$ cat src/rtl/sdram_ctrl.sv
// sdram_ctrl: single-word SDRAM controller with power-up init,
// periodic auto-refresh and auto-precharge read/write accesses.
module sdram_ctrl #(
  parameter int INIT_CYCLES    = 10000,
  parameter int REFRESH_CYCLES = 780,
  parameter int T_RP           = 2,
  parameter int T_RCD          = 2,
  parameter int T_RFC          = 7,
  parameter int T_MRD          = 2,
  parameter int T_WR           = 2,
  parameter int CAS_LAT        = 2
) (
  input  logic        clk,
  input  logic        rst,
  input  logic        req_valid,
  output logic        req_ready,
  input  logic        req_we,
  input  logic [20:0] req_addr,
  input  logic [31:0] req_wdata,
  input  logic [1:0]  req_be,
  output logic        rd_valid,
  output logic [31:0] rd_data,
  output logic        sdr_cke,
  output logic        sdr_ras_n,
  output logic        sdr_cas_n,
  output logic        sdr_we_n,
  output logic [1:0]  sdr_ba,
  output logic [10:0] sdr_addr,
  output logic        sdr_dm,
  output logic        sdr_dm0,
  output logic [31:0] sdr_dq_o,
  output logic        sdr_dq_oe,
  input  logic [31:0] sdr_dq_i
);
  localparam int CW0 = $clog2(INIT_CYCLES + 1);
  localparam int CW  = (CW0 > 6) ? CW0 : 6;
  localparam int RW0 = $clog2(REFRESH_CYCLES);
  localparam int RW  = (RW0 > 1) ? RW0 : 1;
  localparam int RD_DLY = (CAS_LAT + 2 > T_RP) ? CAS_LAT + 2 : T_RP;
  localparam logic [10:0] MODE = (CAS_LAT == 3) ? 11'h030 : 11'h020;

  localparam logic [2:0] CMD_NOP = 3'b111;
  localparam logic [2:0] CMD_ACT = 3'b011;
  localparam logic [2:0] CMD_RD  = 3'b101;
  localparam logic [2:0] CMD_WR  = 3'b100;
  localparam logic [2:0] CMD_PRE = 3'b010;
  localparam logic [2:0] CMD_REF = 3'b001;
  localparam logic [2:0] CMD_MRS = 3'b000;

  typedef enum logic [3:0] {
    PWRUP, INIT_PRE, INIT_REF1, INIT_REF2, INIT_MRS,
    IDLE, ACT, RD, WR, REF, WAIT
  } state_t;

  state_t        state, state_d, ret, ret_d, tgt;
  logic [CW-1:0] cnt, cnt_d, dly;
  logic          go;
  logic [RW-1:0] rcnt;
  logic          ref_en, ref_pend;
  logic          we_q;
  logic [1:0]    ba_q, be_q;
  logic [7:0]    col_q;
  logic [31:0]   wdata_q;
  logic [CAS_LAT-1:0] rd_sh;

  logic [2:0]  cmd_d;
  logic [1:0]  ba_d, dm_d;
  logic [10:0] a_d;
  logic [31:0] dq_d;
  logic        oe_d;

  assign req_ready = (state == IDLE) && !ref_pend;

  // Timed states either hop straight to tgt or park in WAIT for dly cycles.
  always_comb begin
    state_d = state;
    cnt_d   = cnt;
    ret_d   = ret;
    tgt     = state;
    dly     = '0;
    go      = 1'b0;
    unique case (state)
      PWRUP: begin
        if (cnt == '0) state_d = INIT_PRE;
        else cnt_d = cnt - CW'(1);
      end
      INIT_PRE: begin
        go = 1'b1; tgt = INIT_REF1; dly = CW'(T_RP);
      end
      INIT_REF1: begin
        go = 1'b1; tgt = INIT_REF2; dly = CW'(T_RFC);
      end
      INIT_REF2: begin
        go = 1'b1; tgt = INIT_MRS; dly = CW'(T_RFC);
      end
      INIT_MRS: begin
        go = 1'b1; tgt = IDLE; dly = CW'(T_MRD);
      end
      IDLE: begin
        if (ref_pend) state_d = REF;
        else if (req_valid) state_d = ACT;
      end
      ACT: begin
        go = 1'b1; tgt = we_q ? WR : RD; dly = CW'(T_RCD);
      end
      RD: begin
        go = 1'b1; tgt = IDLE; dly = CW'(RD_DLY);
      end
      WR: begin
        go = 1'b1; tgt = IDLE; dly = CW'(T_WR + T_RP);
      end
      REF: begin
        go = 1'b1; tgt = IDLE; dly = CW'(T_RFC);
      end
      WAIT: begin
        if (cnt == '0) state_d = ret;
        else cnt_d = cnt - CW'(1);
      end
      default: state_d = PWRUP;
    endcase
    if (go) begin
      if (dly <= CW'(1)) begin
        state_d = tgt;
      end else begin
        state_d = WAIT;
        cnt_d   = dly - CW'(2);
        ret_d   = tgt;
      end
    end
  end

  // Pins are decoded from the next state so they line up with state.
  always_comb begin
    cmd_d = CMD_NOP;
    ba_d  = '0;
    a_d   = '0;
    dq_d  = '0;
    oe_d  = 1'b0;
    dm_d  = 2'b11;
    case (state_d)
      INIT_PRE: begin
        cmd_d = CMD_PRE; a_d = 11'h400;
      end
      INIT_REF1, INIT_REF2, REF: cmd_d = CMD_REF;
      INIT_MRS: begin
        cmd_d = CMD_MRS; a_d = MODE;
      end
      ACT: begin
        cmd_d = CMD_ACT;
        ba_d  = req_addr[20:19];
        a_d   = req_addr[18:8];
      end
      RD: begin
        cmd_d = CMD_RD; ba_d = ba_q; a_d = {3'b100, col_q};
      end
      WR: begin
        cmd_d = CMD_WR; ba_d = ba_q; a_d = {3'b100, col_q};
        dq_d  = wdata_q; oe_d = 1'b1; dm_d = ~be_q;
      end
      default: ;
    endcase
  end

  always_ff @(posedge clk) begin
    if (rst) begin
      state    <= PWRUP;
      cnt      <= CW'(INIT_CYCLES - 1);
      ret      <= IDLE;
      rcnt     <= '0;
      ref_en   <= 1'b0;
      ref_pend <= 1'b0;
      rd_sh    <= '0;
      rd_valid <= 1'b0;
      rd_data  <= '0;
      sdr_cke  <= 1'b0;
      {sdr_ras_n, sdr_cas_n, sdr_we_n} <= CMD_NOP;
      sdr_ba    <= '0;
      sdr_addr  <= '0;
      sdr_dq_o  <= '0;
      sdr_dq_oe <= 1'b0;
      {sdr_dm, sdr_dm0} <= 2'b11;
    end else begin
      state   <= state_d;
      cnt     <= cnt_d;
      ret     <= ret_d;
      sdr_cke <= 1'b1;
      {sdr_ras_n, sdr_cas_n, sdr_we_n} <= cmd_d;
      sdr_ba    <= ba_d;
      sdr_addr  <= a_d;
      sdr_dq_o  <= dq_d;
      sdr_dq_oe <= oe_d;
      {sdr_dm, sdr_dm0} <= dm_d;
      rd_sh    <= {rd_sh[CAS_LAT-2:0], state == RD};
      rd_valid <= rd_sh[CAS_LAT-1];
      if (rd_sh[CAS_LAT-1]) rd_data <= sdr_dq_i;
      if (state == INIT_MRS) begin
        ref_en <= 1'b1;
        rcnt   <= RW'(REFRESH_CYCLES - 1);
      end else if (ref_en) begin
        if (rcnt == '0) rcnt <= RW'(REFRESH_CYCLES - 1);
        else rcnt <= rcnt - RW'(1);
      end
      if (ref_en && rcnt == '0) ref_pend <= 1'b1;
      else if (state_d == REF) ref_pend <= 1'b0;
      if (req_valid && req_ready) begin
        we_q    <= req_we;
        ba_q    <= req_addr[20:19];
        col_q   <= req_addr[7:0];
        wdata_q <= req_wdata;
        be_q    <= req_be;
      end
    end
  end
endmodule

$ cat config.mk
export PLATFORM = sky130hd
export DESIGN_NAME = sdram_ctrl
export DESIGN_NICKNAME = d
export VERILOG_FILES = /design/src/rtl/sdram_ctrl.sv
export SDC_FILE = /design/constraint.sdc
export NUM_CORES = 1
export LEC_CHECK = 0
export ABC_AREA = 1
export CAP_MARGIN = 30
export CORE_MARGIN = 3
export CORE_UTILIZATION = 40
export DETAILED_ROUTE_END_ITERATION = 6
export MAX_ROUTING_LAYER = met4
export PLACE_DENSITY = 0.71
export SLEW_MARGIN = 40
export SYNTH_ARGS = -nofsm -noshare
export SYNTH_HDL_FRONTEND = slang
export SYNTH_SLANG_ARGS = --single-unit
$ cat constraint.sdc
create_clock -name clk -period 5.3 [get_ports clk]
set_clock_uncertainty 0.15 [all_clocks]
set_input_delay 1.59 -clock clk [delete_from_list [all_inputs] [get_ports clk]]
set_output_delay 1.59 -clock clk [all_outputs]
set_load 0.05 [all_outputs]
==> results_dict.tcl, run 1 <==
set metrics [dict create \
    worstPathRequired_ps 3560 \
    clk_path_buf_depth 2 \
    root_buffer "clkbuf_16" \
    grt_max_degree 35 \
    postRouteAntennaNets 0 \
    pre_cts_ws_ps 1420 \
    final_layout_size_suffix_gt1_share_pct 8.19 \
    dr.max_layer_used "met4" \
    avgSynthCellArea_um2 9.11 \
    grt_setup_unrepaired "no" \
    fin_util_pct 58.5 \
    area_growth_pct 41.8 \
    fmax_mhz 255 \
    synth-seq-cells 166 \
    setup_tns_ps 0 \
    setup.worst_path.end_class "output port" \
    synth_nets 757 \
    worstMarginPinSlew_ps 690 \
    ctsHoldBuffers 0 \
    port_buffers 176 \
    crit_family "buffers and inverters" \
    via_per_inst 4.56 \
    worstSetupPathType "register to output port" \
    firstDrtPassIters 7 \
    io_pins 177 \
    diodes 0 \
    dr.first_iter.drc_count 231 \
    routed-wl-met2_um 6790 \
    synthAdderAreaFrac_pct 0.622 \
    drc 0 \
    ys_types 36 \
    synthMuxAreaShare_pct 0 \
    status "completed" \
    antenna_found_initial 0 \
    ir_drop_v 0.000243 \
    power_density_mw_per_mm2 404 \
    slowest_stage "clkdlybuf4s50_1" \
    r2r-start "state[0]$_SDFF_PP0_" \
    rows 44 \
    cp.depth 5 \
    clkLatencyLatePin_ps 420 \
    ff2ff_path_depth 9 \
    synth-xor-area-share_pct 1.60 \
    grt_pass1_wl_um 22600 \
    core_area_mm2 0.0146 \
    start_kind "register" \
    worstPathMaxFanout 6 \
    gp_congestion 0.847 \
    ff_latch_area_mm2 0.00377 \
    reg2reg_to "sdr_dm$_SDFF_PP1_" \
    fillerInstances 1293 \
    place_inst 1007 \
    critical_path.max_stage_delay_ps 820 \
    yosysWarnings 0 \
    totalWireLength_um 14200 \
    synthSimpleGateAreaFrac_pct 22.0 \
    grt_usage_pct 17.9 \
    grt_pass1_vias 4618 \
    min_path_cells 1 \
    multi_input_area_mm2 0.00191 \
    max_slew_margin_pct 53.9 \
    cts_tree "built" \
    finalHoldViolations 0 \
    wire_per_inst_um 13.6 \
    p_total_mw 3.46 \
    hold_path_end "sdr_dm0$_SDFF_PP1_" \
    fin_nets 936 \
    clkSlewWorstSetupHoldPaths_ps 60 \
    fin_ws_ps 1380 \
    die_w_um 129 \
    maxSlewViolCount 0 \
    clock-sinks 166 \
    cp_cell_sequence "inv_2 > nor2_2 > nand2_2 > nor2_4 > clkdlybuf4s50_1" \
    worst-path-buf-inv 2 \
    stdcell_count 1039 \
    r2r_slack_ps 2660 \
    synth_cells 663 \
    hp-start "be_q[0]$_DFFE_PP_" \
    ys_seq_area_share_pct 62.5 \
    initial_core_util_pct 41.2 \
    wl_met3_um 892 \
    synth_compound_area_share_pct 7.25 \
    finalSetupViolCount 0 \
    die_area_mm2 0.0166 \
    htreeDepth 4 \
    cts_setup_buffers 0 \
    grt_overflow 0 \
    wl_met1_um 6350 \
    leakage_nw 3.53 \
    min_period_ps 3920 \
    hold_path.class "register to register" \
    timing.final.crit_share_pct 73.9 \
    cts_buffers 17 \
    vias 4742 \
    synth_top_family_by_area "simple AND/OR/NAND/NOR gates" \
    critPathArrivalTime_ps 2180 \
    post-dp-hpwl_um 9980 \
    synth_area_mm2 0.00604 \
    cap_violations 0 \
    cts_resized 0 \
    die_h_um 129 \
]
## cell families (layout without fill, tap and decap cells)
kind of cell / count (synthesis) / in the layout
AOI/OAI and AO/OA: 82 / 82
adders and majority gates: 3 / 3
DFF: 166 / 166
xor gates and xnor gates: 11 / 11
and+or+nand+nor: 306 / 306
buffers and inverters: 95 / 287
## placed cells by master, fill, tap and decap left out, drive strengths merged
master	synthesis	layout
a21oi	29	29
a31oi	2	2
and2	1	1
buf	4	3
bufinv	0	2
clkbuf	15	20
clkdlybuf4s50	0	176
clkinv	1	8
clkinvlp	0	1
dfxtp	121	121
edfxtp	45	45
ha	3	3
inv	75	77
nand2	104	104
nand3	20	20
nand3b	2	2
nand4	7	7
nor2	164	164
nor3	3	3
nor4	1	1
o2111ai	1	1
o211ai	3	3
o21a	1	1
o21ai	43	43
o21bai	2	2
o31ai	1	1
or2	4	4
xnor2	3	3
xor2	8	8
## where the power goes
group / leakage, nW / switching, mW / internal, mW / total (mW)
Sequential: 1.38 / 0.0645 / 1.41 / 1.48
Combinational: 1.86 / 0.498 / 0.280 / 0.779
Clock: 0.287 / 0.486 / 0.721 / 1.21
## per-stage QoR
step / instance area [um2] / hold slack [ps]
6_report: 8560 / 262
5_1_grt: 8560 / 277
4_1_cts: 8560 / 264
3_5_place_dp: 7980 / 256
3_3_place_gp: 7980 / 250
2_1_floorplan: 6040 / 238
## cells in the mapped netlist, drive strengths merged
library cell    n  area, um2
buf             4       26.3
or2             4       25.0
xnor2           3       26.3
nand3b          2       15.0
a21oi          29        145
dfxtp         121       2420
and2            1       6.26
o21bai          2       18.8
inv            75        282
o21a            1       7.51
nor3            3       15.0
edfxtp         45       1350
clkinv          1       3.75
o211ai          3       22.5
ha              3       37.5
o2111ai         1       8.76
o21ai          43        215
nand2         104        413
nor2          164        667
nor4            1       6.26
a31oi           2       12.5
nand3          20        135
xor2            8       70.1
o31ai           1       7.51
nand4           7       43.8
clkbuf         15       56.3
## flip-flops by register name, indices dropped and copies added (netlist names), 2 cells and up
signal,cells
rd_data,32
sdr_dq_o,32
rcnt,10
cnt,14
sdr_addr,11
col_q,8
be_q,2
sdr_ba,2
state,4
ret,4
wdata_q,32
rd_sh,2
ba_q,2
## layout make-up
cell class                      count  area share [%]
Clock inverter                     12            1.48
Inverter                           76            3.33
Multi-Input combinational cell    402            22.2
Clock buffer                       20            5.35
Tap cell                          184            2.69
Sequential cell                   166            44.1
Timing Repair Buffer              179            20.8
## metal layers
metal | vias up | global-route usage (%)
met3 | 13 | 6.02
met4 | 0 | 4.69
met2 | 145 | 27.9
li1 | 2460 | -
met5 | - | -
met1 | 2124 | 22.4
## worst max-delay path by stage
stage                             start            endpoint  slack [ps]
finish              state[0]$_SDFF_PP0_           req_ready        1380
global route        state[0]$_SDFF_PP0_           req_ready        1280
CTS                 state[0]$_SDFF_PP0_           req_ready        1360
detailed placement            req_valid   sdr_dm$_SDFF_PP1_        1420
global placement              req_valid  sdr_dm0$_SDFF_PP1_        1460
floorplan                           rst   ba_q[0]$_DFFE_PP_         830
No activity file was read; power rests on OpenSTA's default activity.
==> run 2, diff against run 1 <==
==> constraint.sdc (replaced) <==
create_clock -name clk -period 4 [get_ports clk]
set_clock_uncertainty 0.15 [all_clocks]
set_input_delay 1.2 -clock clk [delete_from_list [all_inputs] [get_ports clk]]
set_output_delay 1.2 -clock clk [all_outputs]
set_load 0.05 [all_outputs]
==> run 2 against run 1 <==
Compared with the run above: sequential power grew 32%; hold slack lost 6.4 ps; non-clock buffer count grew 4; sequential share of layout area shrank 0.053 points; final area is essentially flat; via count grew 0.99%; critical endpoint unchanged; highest routed layer unchanged.
==> results_dict.tcl, run 2 (same netlist as run 1, synthesis figures left out) <==
set metrics [dict create \
    fillerInstances 1249 \
    grt_usage_pct 17.7 \
    leakage_nw 3.53 \
    max_slew_margin_pct 61.8 \
    critical_path.max_stage_delay_ps 820 \
    clkSlewWorstSetupHoldPaths_ps 60 \
    port_buffers 176 \
    cp_cell_sequence "inv_2 > nor2_2 > nand2_2 > nor2_4 > clkdlybuf4s50_1" \
    clkLatencyLatePin_ps 420 \
    postPlaceCellArea_mm2 0.00802 \
    clk_path_buf_depth 2 \
    firstDrtPassIters 4 \
    root_buffer "clkbuf_16" \
    grt_max_degree 46 \
    cap_violations 0 \
    finalHoldViolations 0 \
    maxSlewViolCount 0 \
    vias 4789 \
    worstSetupPathType "register to output port" \
    die_area_mm2 0.0166 \
    critPathArrivalTime_ps 2150 \
    htreeDepth 4 \
    status "completed" \
    worstPathMaxFanout 6 \
    cts_tree "built" \
    r2r_slack_ps 1760 \
    postRouteAntennaNets 0 \
    final_cell_mix "176 x clkdlybuf4s50_1, 152 x nor2_1, 121 x dfxtp_1, 95 x nand2_1, 67 x inv_1" \
    gp_congestion 0.809 \
    cts_setup_buffers 0 \
    core_area_mm2 0.0146 \
    worst-path-buf-inv 2 \
    hold_path.class "register to register" \
    start_kind "register" \
    crit_family "buffers and inverters" \
    fin_nets 940 \
    worstMarginPinSlew_ps 571 \
    diodes 0 \
    grt_pass1_vias 4545 \
    wire_per_inst_um 13.7 \
    die_w_um 129 \
    reg2reg_to "sdr_dm$_SDFF_PP1_" \
    grt_pass1_wl_um 22300 \
    cts_buffers 17 \
    die_h_um 129 \
    ctsHoldBuffers 0 \
    slowest_stage "clkdlybuf4s50_1" \
    via_per_inst 4.60 \
    min_period_ps 3500 \
    post-dp-hpwl_um 10100 \
    finish.instance_area_mm2 0.00857 \
    power_density_mw_per_mm2 527 \
    drc 0 \
    area_growth_pct 41.9 \
    setup.worst_path.end_class "output port" \
    final_common_cell "clkdlybuf4s50_1" \
    grt_setup_unrepaired "no" \
    clock-sinks 166 \
    fmax_mhz 286 \
    hold_path_end "sdr_dm0$_SDFF_PP1_" \
    grt_overflow 0 \
    worstPathRequired_ps 2650 \
    ir_drop_v 0.000281 \
    finalSetupViolCount 0 \
    timing.final.crit_share_pct 87.5 \
    reg.largest.list "rd_data x32, sdr_dq_o x32, wdata_q x32" \
    final_layout_size_suffix_gt1_share_pct 8.39 \
    io_pins 177 \
    totalWireLength_um 14300 \
    hp-start "be_q[0]$_DFFE_PP_" \
    setup_tns_ps 0 \
    initial_core_util_pct 41.2 \
    cts_resized 0 \
    r2r-start "state[0]$_SDFF_PP0_" \
    dr.first_iter.drc_count 313 \
    min_path_cells 1 \
    antenna_found_initial 0 \
    rows 44 \
    ff2ff_path_depth 10 \
]
[run 2: cell count changes in the layout (fill, tap and decap cells not counted), moves of 2 or more]
cell	before	now
buf_4	3	6
clkbuf_1	2	0
clkinv_2	4	2
clkinvlp_4	1	3
inv_6	2	4
[run 2: area by class of cell]
| type | instances | area, um2 | area share (%) |
|---|---|---|---|
| multi-input combinational | 402 | 1910 | 22.2 |
| inverter | 76 | 285 | 3.33 |
| clock buffer | 17 | 425 | 4.96 |
| timing repair buffer | 183 | 1830 | 21.3 |
| tap | 184 | 230 | 2.69 |
| sequential | 166 | 3770 | 44.0 |
| clock inverter | 14 | 125 | 1.46 |
[run 2: report_power, final]
group	internal, mW	leakage (nW)	switching, mW	total [mW]
combinational	0.374	1.88	0.659	1.03
sequential	1.87	1.38	0.0836	1.96
clock	0.858	0.263	0.673	1.53
[run 2: how the worst max path moves through the flow]
stage                     cells past startpoint                endpoint                start
after CTS                                     5               req_ready  state[0]$_SDFF_PP0_
after detailed placement                     10       sdr_dm$_SDFF_PP1_            req_valid
after floorplan                               3       ba_q[0]$_DFFE_PP_                  rst
after global routing                          5               req_ready  state[0]$_SDFF_PP0_
final                                         5               req_ready  state[0]$_SDFF_PP0_
after global placement                       11  sdr_addr[4]$_SDFF_PP0_            req_valid
[run 2: stage by stage]
stage                     std cells  setup slack [ps]  utilization (%)  power (mW)  hold slack (ps)
after floorplan                 663               668                -        2.68              238
after global placement         1011               861             54.8        3.01              244
after detailed placement       1011               824             54.8        3.03              249
after CTS                      1042               477             58.5        4.56              261
after global routing           1042               407             58.5        4.74              298
final                          1042               501             58.5        4.52              256
[run 2: routing by layer]
layer / share of wire (%) / track usage (%) / up-vias / wire (um)
met4: 2.2 / 7.35 / 0 / 312
met2: 48 / 26.6 / 136 / 6810
met3: 5.9 / 5.06 / 22 / 836
met1: 44 / 22.3 / 2165 / 6320
li1: - / - / 2466 / -
met5: 0 / - / - / 0
==> run 3, diff against run 2 <==
--- a/config.mk
+++ b/config.mk
@@ -8,10 +8,10 @@
 export ABC_AREA = 1
 export CAP_MARGIN = 30
 export CORE_MARGIN = 3
-export CORE_UTILIZATION = 40
+export CORE_UTILIZATION = 30
 export DETAILED_ROUTE_END_ITERATION = 6
 export MAX_ROUTING_LAYER = met4
-export PLACE_DENSITY = 0.71
+export PLACE_DENSITY = 0.57
 export SLEW_MARGIN = 40
 export SYNTH_ARGS = -nofsm -noshare
 export SYNTH_HDL_FRONTEND = slang
==> run 3 against run 2 <==
Compared with the run above: worst setup slack lost 35 ps; critical path depth unchanged; critical path type unchanged; register-to-register slack got worse by 180 ps; largest cell class unchanged; global-route usage shrank 3.2 points; power is 4.4% higher; first-iteration DRC count down 52%; die area up 32%; cell count increased by 8.1%; highest routed layer unchanged; non-clock buffer count is 2 higher; utilization down 14 points; wire length grew 7.1%.
==> results_dict.tcl, run 3 (same netlist as run 1, synthesis figures left out) <==
set metrics [dict create \
    dr.first_iter.drc_count 149 \
    post-dp-hpwl_um 10700 \
    io_pins 177 \
    status "completed" \
    rows 51 \
    timing.final.crit_share_pct 88.4 \
    place_inst 1094 \
    min_period_ps 3530 \
    p_total_mw 4.72 \
    setup_tns_ps 0 \
    fin_util_pct 44.7 \
    leakage_nw 3.58 \
    postRouteAntennaNets 0 \
    fin_ws_ps 466 \
    gp_congestion 0.830 \
    port_buffers 176 \
    final_layout_size_suffix_gt1_share_pct 8.71 \
    initial_core_util_pct 30.8 \
    fin_nets 942 \
    ir_drop_v 0.000309 \
    htreeDepth 4 \
    clk_path_buf_depth 2 \
    die_h_um 148 \
    cts_resized 0 \
    firstDrtPassIters 4 \
    wire_per_inst_um 13.6 \
    diodes 0 \
    grt_pass1_wl_um 24100 \
    clock-sinks 166 \
    ctsHoldBuffers 0 \
    critPathArrivalTime_ps 2180 \
    worstPathRequired_ps 2650 \
    area_growth_pct 44.9 \
    clkSlewWorstSetupHoldPaths_ps 70 \
    die_w_um 148 \
    grt_pass1_vias 4710 \
    setup.worst_path.end_class "output port" \
    fmax_mhz 283 \
    vias 4743 \
    cts_setup_buffers 0 \
    antenna_found_initial 0 \
    totalWireLength_um 15300 \
    grt_setup_unrepaired "no" \
    r2r_slack_ps 1580 \
    worstSetupPathType "register to output port" \
    finalSetupViolCount 0 \
    clkLatencyLatePin_ps 430 \
    grt_usage_pct 14.5 \
    pre_cts_ws_ps 735 \
    finish.instance_area_mm2 0.00875 \
    maxSlewViolCount 0 \
    cp_cell_sequence "inv_2 > nor2_2 > nand2_2 > nor2_4 > clkdlybuf4s50_1" \
    min_path_cells 1 \
    reg.largest.list "rd_data x32, sdr_dq_o x32, wdata_q x32" \
    grt_max_degree 46 \
    worstMarginPinSlew_ps 577 \
    slowest_stage "clkdlybuf4s50_1" \
    final_common_cell "clkdlybuf4s50_1" \
    power_density_mw_per_mm2 540 \
    drc 0 \
    critical_path.max_stage_delay_ps 830 \
    cts_buffers 17 \
    cts_tree "built" \
    final_cell_mix "176 x clkdlybuf4s50_1, 152 x nor2_1, 121 x dfxtp_1, 95 x nand2_1, 67 x inv_1" \
    finalHoldViolations 0 \
    grt_overflow 0 \
    core_area_mm2 0.0196 \
    cap_violations 0 \
    worstPathMaxFanout 6 \
    root_buffer "clkbuf_16" \
    stdcell_count 1126 \
    ff2ff_path_depth 9 \
    postPlaceCellArea_mm2 0.00813 \
    holdWs_ps 258 \
    die_area_mm2 0.0219 \
    start_kind "register" \
    max_slew_margin_pct 61.4 \
    via_per_inst 4.21 \
    hold_path.class "register to register" \
]
-- run 3: worst paths after layout --
check	start	end
min	be_q[1]$_DFFE_PP_	sdr_dm$_SDFF_PP1_
max	state[0]$_SDFF_PP0_	req_ready
min reg2reg	be_q[1]$_DFFE_PP_	sdr_dm$_SDFF_PP1_
max reg2reg	state[0]$_SDFF_PP0_	sdr_dq_o[21]$_SDFF_PP0_
-- run 3: cell type report --
type                            instances  area [um2]
Timing Repair Buffer                  185        1830
Clock buffer                           19         433
Fill cell                            1896       10800
Sequential cell                       166        3770
Clock inverter                         13         190
Inverter                               76         285
Tap cell                              265         332
Multi-Input combinational cell        402        1910
-- run 3: critical path: cells and delay by family, from the launching register on --
family / cells / cell delay, ps
flip-flops: 1 / 460
buffers and inverters: 2 / 900
AND/OR/NAND/NOR: 3 / 410
-- run 3: report_power, final --
part	total, mW	switching, mW	internal (mW)
sequential	1.95	0.0812	1.87
clock	1.72	0.718	1.01
combinational	1.04	0.667	0.375
total	4.72	1.47	3.25
-- run 3: routing by layer --
metal	vias up	share of wire (%)	global-route usage, %
li1	2477	-	-
met1	2117	44	17.3
met2	128	48	23.2
met3	21	5.9	4.81
met4	0	1.8	4.48
met5	-	0	-
==> RTL change 1: new RTL, settings of run 1 <==
`sdr_addr` no longer has a reset.
--- a/src/rtl/sdram_ctrl.sv
+++ b/src/rtl/sdram_ctrl.sv
@@ -175,7 +175,6 @@
       sdr_cke  <= 1'b0;
       {sdr_ras_n, sdr_cas_n, sdr_we_n} <= CMD_NOP;
       sdr_ba    <= '0;
-      sdr_addr  <= '0;
       sdr_dq_o  <= '0;
       sdr_dq_oe <= 1'b0;
       {sdr_dm, sdr_dm0} <= 2'b11;
@@ -186,7 +185,6 @@
       sdr_cke <= 1'b1;
       {sdr_ras_n, sdr_cas_n, sdr_we_n} <= cmd_d;
       sdr_ba    <= ba_d;
-      sdr_addr  <= a_d;
       sdr_dq_o  <= dq_d;
       sdr_dq_oe <= oe_d;
       {sdr_dm, sdr_dm0} <= dm_d;
@@ -211,5 +209,9 @@
       end
     end
   end
+
+  always_ff @(posedge clk) begin
+    sdr_addr <= a_d;
+  end
 endmodule
 
Function: changed (a bounded check fails within 4 cycles, from zero or initial values and one cycle with rst high).
==> RTL change 1 against run 1 <==
Worst setup slack got worse by 0.017 ns; sequential share of layout area decreased by 0.19 points; global-route usage decreased by 0.48 points; utilization about the same; sequential cell count unchanged; register-to-register slack improved by 0.02 ns; die area increased by 0.26%; highest routed layer unchanged; largest power group unchanged; area after synthesis increased by 0.27%; worst hold slack got worse by 0.0066 ns; routed wire length decreased by 0.92%; critical endpoint unchanged; power increased by 3.9%; final area increased by 0.44%.
==> RTL change 1: results (changes against run 1) <==
stage	metric	value	unit	change
outcome	status	finished, final reports clean		unchanged
power_and_ir_drop	p_int	0.00249	W	was 0.00242 W
final_layout	inv_count	92		was 76
final_layout	fin_nets	946		was 936
placed_design	placed_area	8010	µm²	was 7980 µm²
final_layout	bufAreaShareNonClock	20.8	%	about the same
logic_synthesis	synthTopCellsByCount	nor2_1 (144), dfxtp_1 (121), nand2_1 (99), inv_1 (87), o21ai_0 (51)		was nor2_1 (153), dfxtp_1 (121), nand2_1 (95), inv_1 (67), edfxtp_1 (45)
power_and_ir_drop	pg_comb	0.000881	W	was 0.000779 W
logic_synthesis	synth_adder_area_share	0.620	%	was 0.622%
drt	wl_met1	5940	µm	was 6350 µm
final_layout	stdcell_area	8600	µm²	was 8560 µm²
final_layout	fillers	1235		was 1,293
setup_path	worst_path_largest_cell_delay	0.85	ns	was 0.82 ns
logic_synthesis	postSynthNetCount	764		was 757
drt	vias	4833		was 4,742
power_and_ir_drop	ir_worst_vdd	0.000242	V	was 0.000243 V
timing	worstMarginPinSlew	0.681	ns	was 0.690 ns
power_and_ir_drop	p_per_area	418	nW/µm²	was 404 nW/µm²
logic_synthesis	synth-xor-area-share	1.01	%	was 1.60%
logic_synthesis	synth_compound_area_share	7.33	%	was 7.25%
power_and_ir_drop	leakage	3.66	nW	was 3.53 nW
grt	use_met2	28.4	%	was 27.9%
drt	wire_per_inst	13.4	µm	was 13.6 µm
floorplanning	core_area	14700	µm²	was 14,600 µm²
placed_design	dp_slack	1.58	ns	was 1.42 ns
final_layout	n_all_buffers	180		was 179
final_layout	multi_input_comb_cells	395		was 402
RTL change 1: cell count changes after synthesis, moves of 3 or more:
cell             run 1  this run
nand2_1             95        99
nand4_1              7         1
buf_1                0         3
inv_2                8         4
nor4_1               1         4
clkbuf_1            15        10
nor2_1             153       144
a21oi_1             29        21
xor2_1               8         4
inv_1               67        87
o21ai_0             43        51
nand3_1             16        20
RTL change 1: worst max-delay path, delay by kind of cell, from the launching register on:
family,cells,cell delay (ns)
and+or+nand+nor,3,0.55
buffers and inverters,2,0.91
DFF,1,0.32
RTL change 1: cells by family after synthesis:
logic type               after synthesis
AND/OR/NAND/NOR                      301
flip-flops                           166
buffers and inverters                109
AO/OA/AOI/OAI                         84
XOR/XNOR                               7
adder cells (fa/ha/maj)                3
RTL change 1: final timing paths:
check | start | end | slack (ns)
hold / removal | be_q[1] | sdr_dm | 0.26
setup reg to reg | state[0] | sdr_dm | 2.68
hold reg to reg | be_q[1] | sdr_dm | 0.26
setup / recovery | state[2] | req_ready | 1.36
==> RTL change 2: new RTL, settings of run 1 <==
Made on the original files. `CAS_LAT`: 2 -> 4.
--- a/src/rtl/sdram_ctrl.sv
+++ b/src/rtl/sdram_ctrl.sv
@@ -8,7 +8,7 @@
   parameter int T_RFC          = 7,
   parameter int T_MRD          = 2,
   parameter int T_WR           = 2,
-  parameter int CAS_LAT        = 2
+  parameter int CAS_LAT        = 4
 ) (
   input  logic        clk,
   input  logic        rst,
Behaviour: same outputs for any inputs over 10 cycles, from zero or initial values and one cycle with rst high; that may be too few to reach the edited logic, so the function may still have changed.
==> RTL change 2 against run 1 <==
Sequential share of layout area is essentially flat; non-clock buffer count stayed put; final area grew 1.0%; sequential cell count rose by 2; via count is 0.13% lower; area after synthesis rose by 1.3%; first-iteration DRC count is 8.7% higher; routed wire length shrank 0.82%; power rose by 2.5%; utilization rose by 0.17 points; synthesized cell count is 0.75% higher; worst setup slack improved by 0.068 ns.
==> RTL change 2: results (changes against run 1) <==
stage	metric	value	unit	change
logic_synthesis	synthTopCellsByCount	nor2_1 (153), dfxtp_1 (123), nand2_1 (87), inv_1 (79), o21ai_0 (50)		was nor2_1 (153), dfxtp_1 (121), nand2_1 (95), inv_1 (67), edfxtp_1 (45)
clocking	clock-root-buffer	clkbuf_16		unchanged
placed_design	placed_area	8050	µm²	was 7980 µm²
logic_synthesis	yosys.cell_types.count	40		was 36
logic_synthesis	synth_top_area_share	40.2	%	was 40.1%
timing	worstMarginPinSlew	0.664	ns	was 0.690 ns
timing	fin_ws	1.45	ns	was 1.38 ns
drt	drt-pass1-iter-count	4		was 7
power_and_ir_drop	pg_comb	0.000795	W	was 0.000779 W
logic_synthesis	seq_area_frac_synth	62.3	%	was 62.5%
drt	wirelength	14100	µm	was 14,200 µm
final_layout	fin_nets	940		was 936
setup_path	crit_arrival	2.11	ns	was 2.18 ns
hold_path	holdPathEnd	sdr_dm		was sdr_dm0
grt	use_met2	26.5	%	was 27.9%
power_and_ir_drop	pwr-share-seq	42.1	%	was 42.7%
grt	grt_pass1_wl	22100	µm	was 22,600 µm
setup_path	critPathLaunch	state[3]		was state[0]
grt	grt_max_degree	46		was 35
final_layout	final_core_util	58.6	%	was 58.5%
logic_synthesis	synthCells	668		was 663
grt	use_met1	21.8	%	was 22.4%
power_and_ir_drop	leakage	3.54	nW	was 3.53 nW
placed_design	dp_slack	1.56	ns	was 1.42 ns
final_layout	fillers	1271		was 1,293
logic_synthesis	synth.area.top_cells	dfxtp_1 (40%), edfxtp_1 (22%), nor2_1 (9.4%)		was dfxtp_1 (40%), edfxtp_1 (22%), nor2_1 (9.5%)
placed_design	gp_congestion	0.821		was 0.847
setup_path	worstReg2RegEnd	sdr_dm0		was sdr_dm
setup_path	r2r-start	state[2]		was state[0]
final_layout	drive_above_1_share	8.15	%	was 8.19%
timing	timing.hold.ws	0.253	ns	was 0.262 ns
placed_design	dp.cells	1011		was 1,007
grt	gr-usage-all-layers	17.3	%	was 17.9%
setup_path	cp_max_fo	7		was 6
outcome	status	finished, final reports clean		unchanged
power_and_ir_drop	p_sw	0.00111	W	was 0.00105 W
drt	drt_iter0_drc	251		was 231
grt	grt_pass1_vias	4534		was 4,618
grt	use_met3	5.73	%	was 6.02%
drt	viasPerCell	4.54		was 4.56
RTL change 2: kinds of logic after synthesis:
logic type | count (synthesis) | share of synthesized area [%]
AOI/OAI and AO/OA | 91 | 8.10
and+or+nand+nor | 290 | 20.6
adders and majority gates | 3 | 0.614
buffers and inverters | 105 | 6.75
xor gates and xnor gates | 11 | 1.57
DFF | 168 | 62.3
RTL change 2: metal layers:
metal	wire length, µm	part of all wire, %	up-vias
li1	-	-	2470
met1	6290	45	2092
met2	6620	47	153
met3	934	6.6	21
met4	203	1.4	0
met5	0	0	-
RTL change 2: critical path, cell delays in order, from the launching register on:
cell and delay (ns):
dfxtp_1 0.31, inv_1 0.13, nand2_4 0.10, nor2_2 0.12, inv_1 0.08, nor2_4 0.13, clkdlybuf4s50_1 0.82
RTL change 2: final cells by class:
class	instances	area share, %
well taps	184	2.66
flip-flops and latches	168	44.1
clock inverters	15	2.08
clock buffers	17	4.92
inverters	85	3.69
multi-input cells	395	21.9
repair buffers	179	20.6
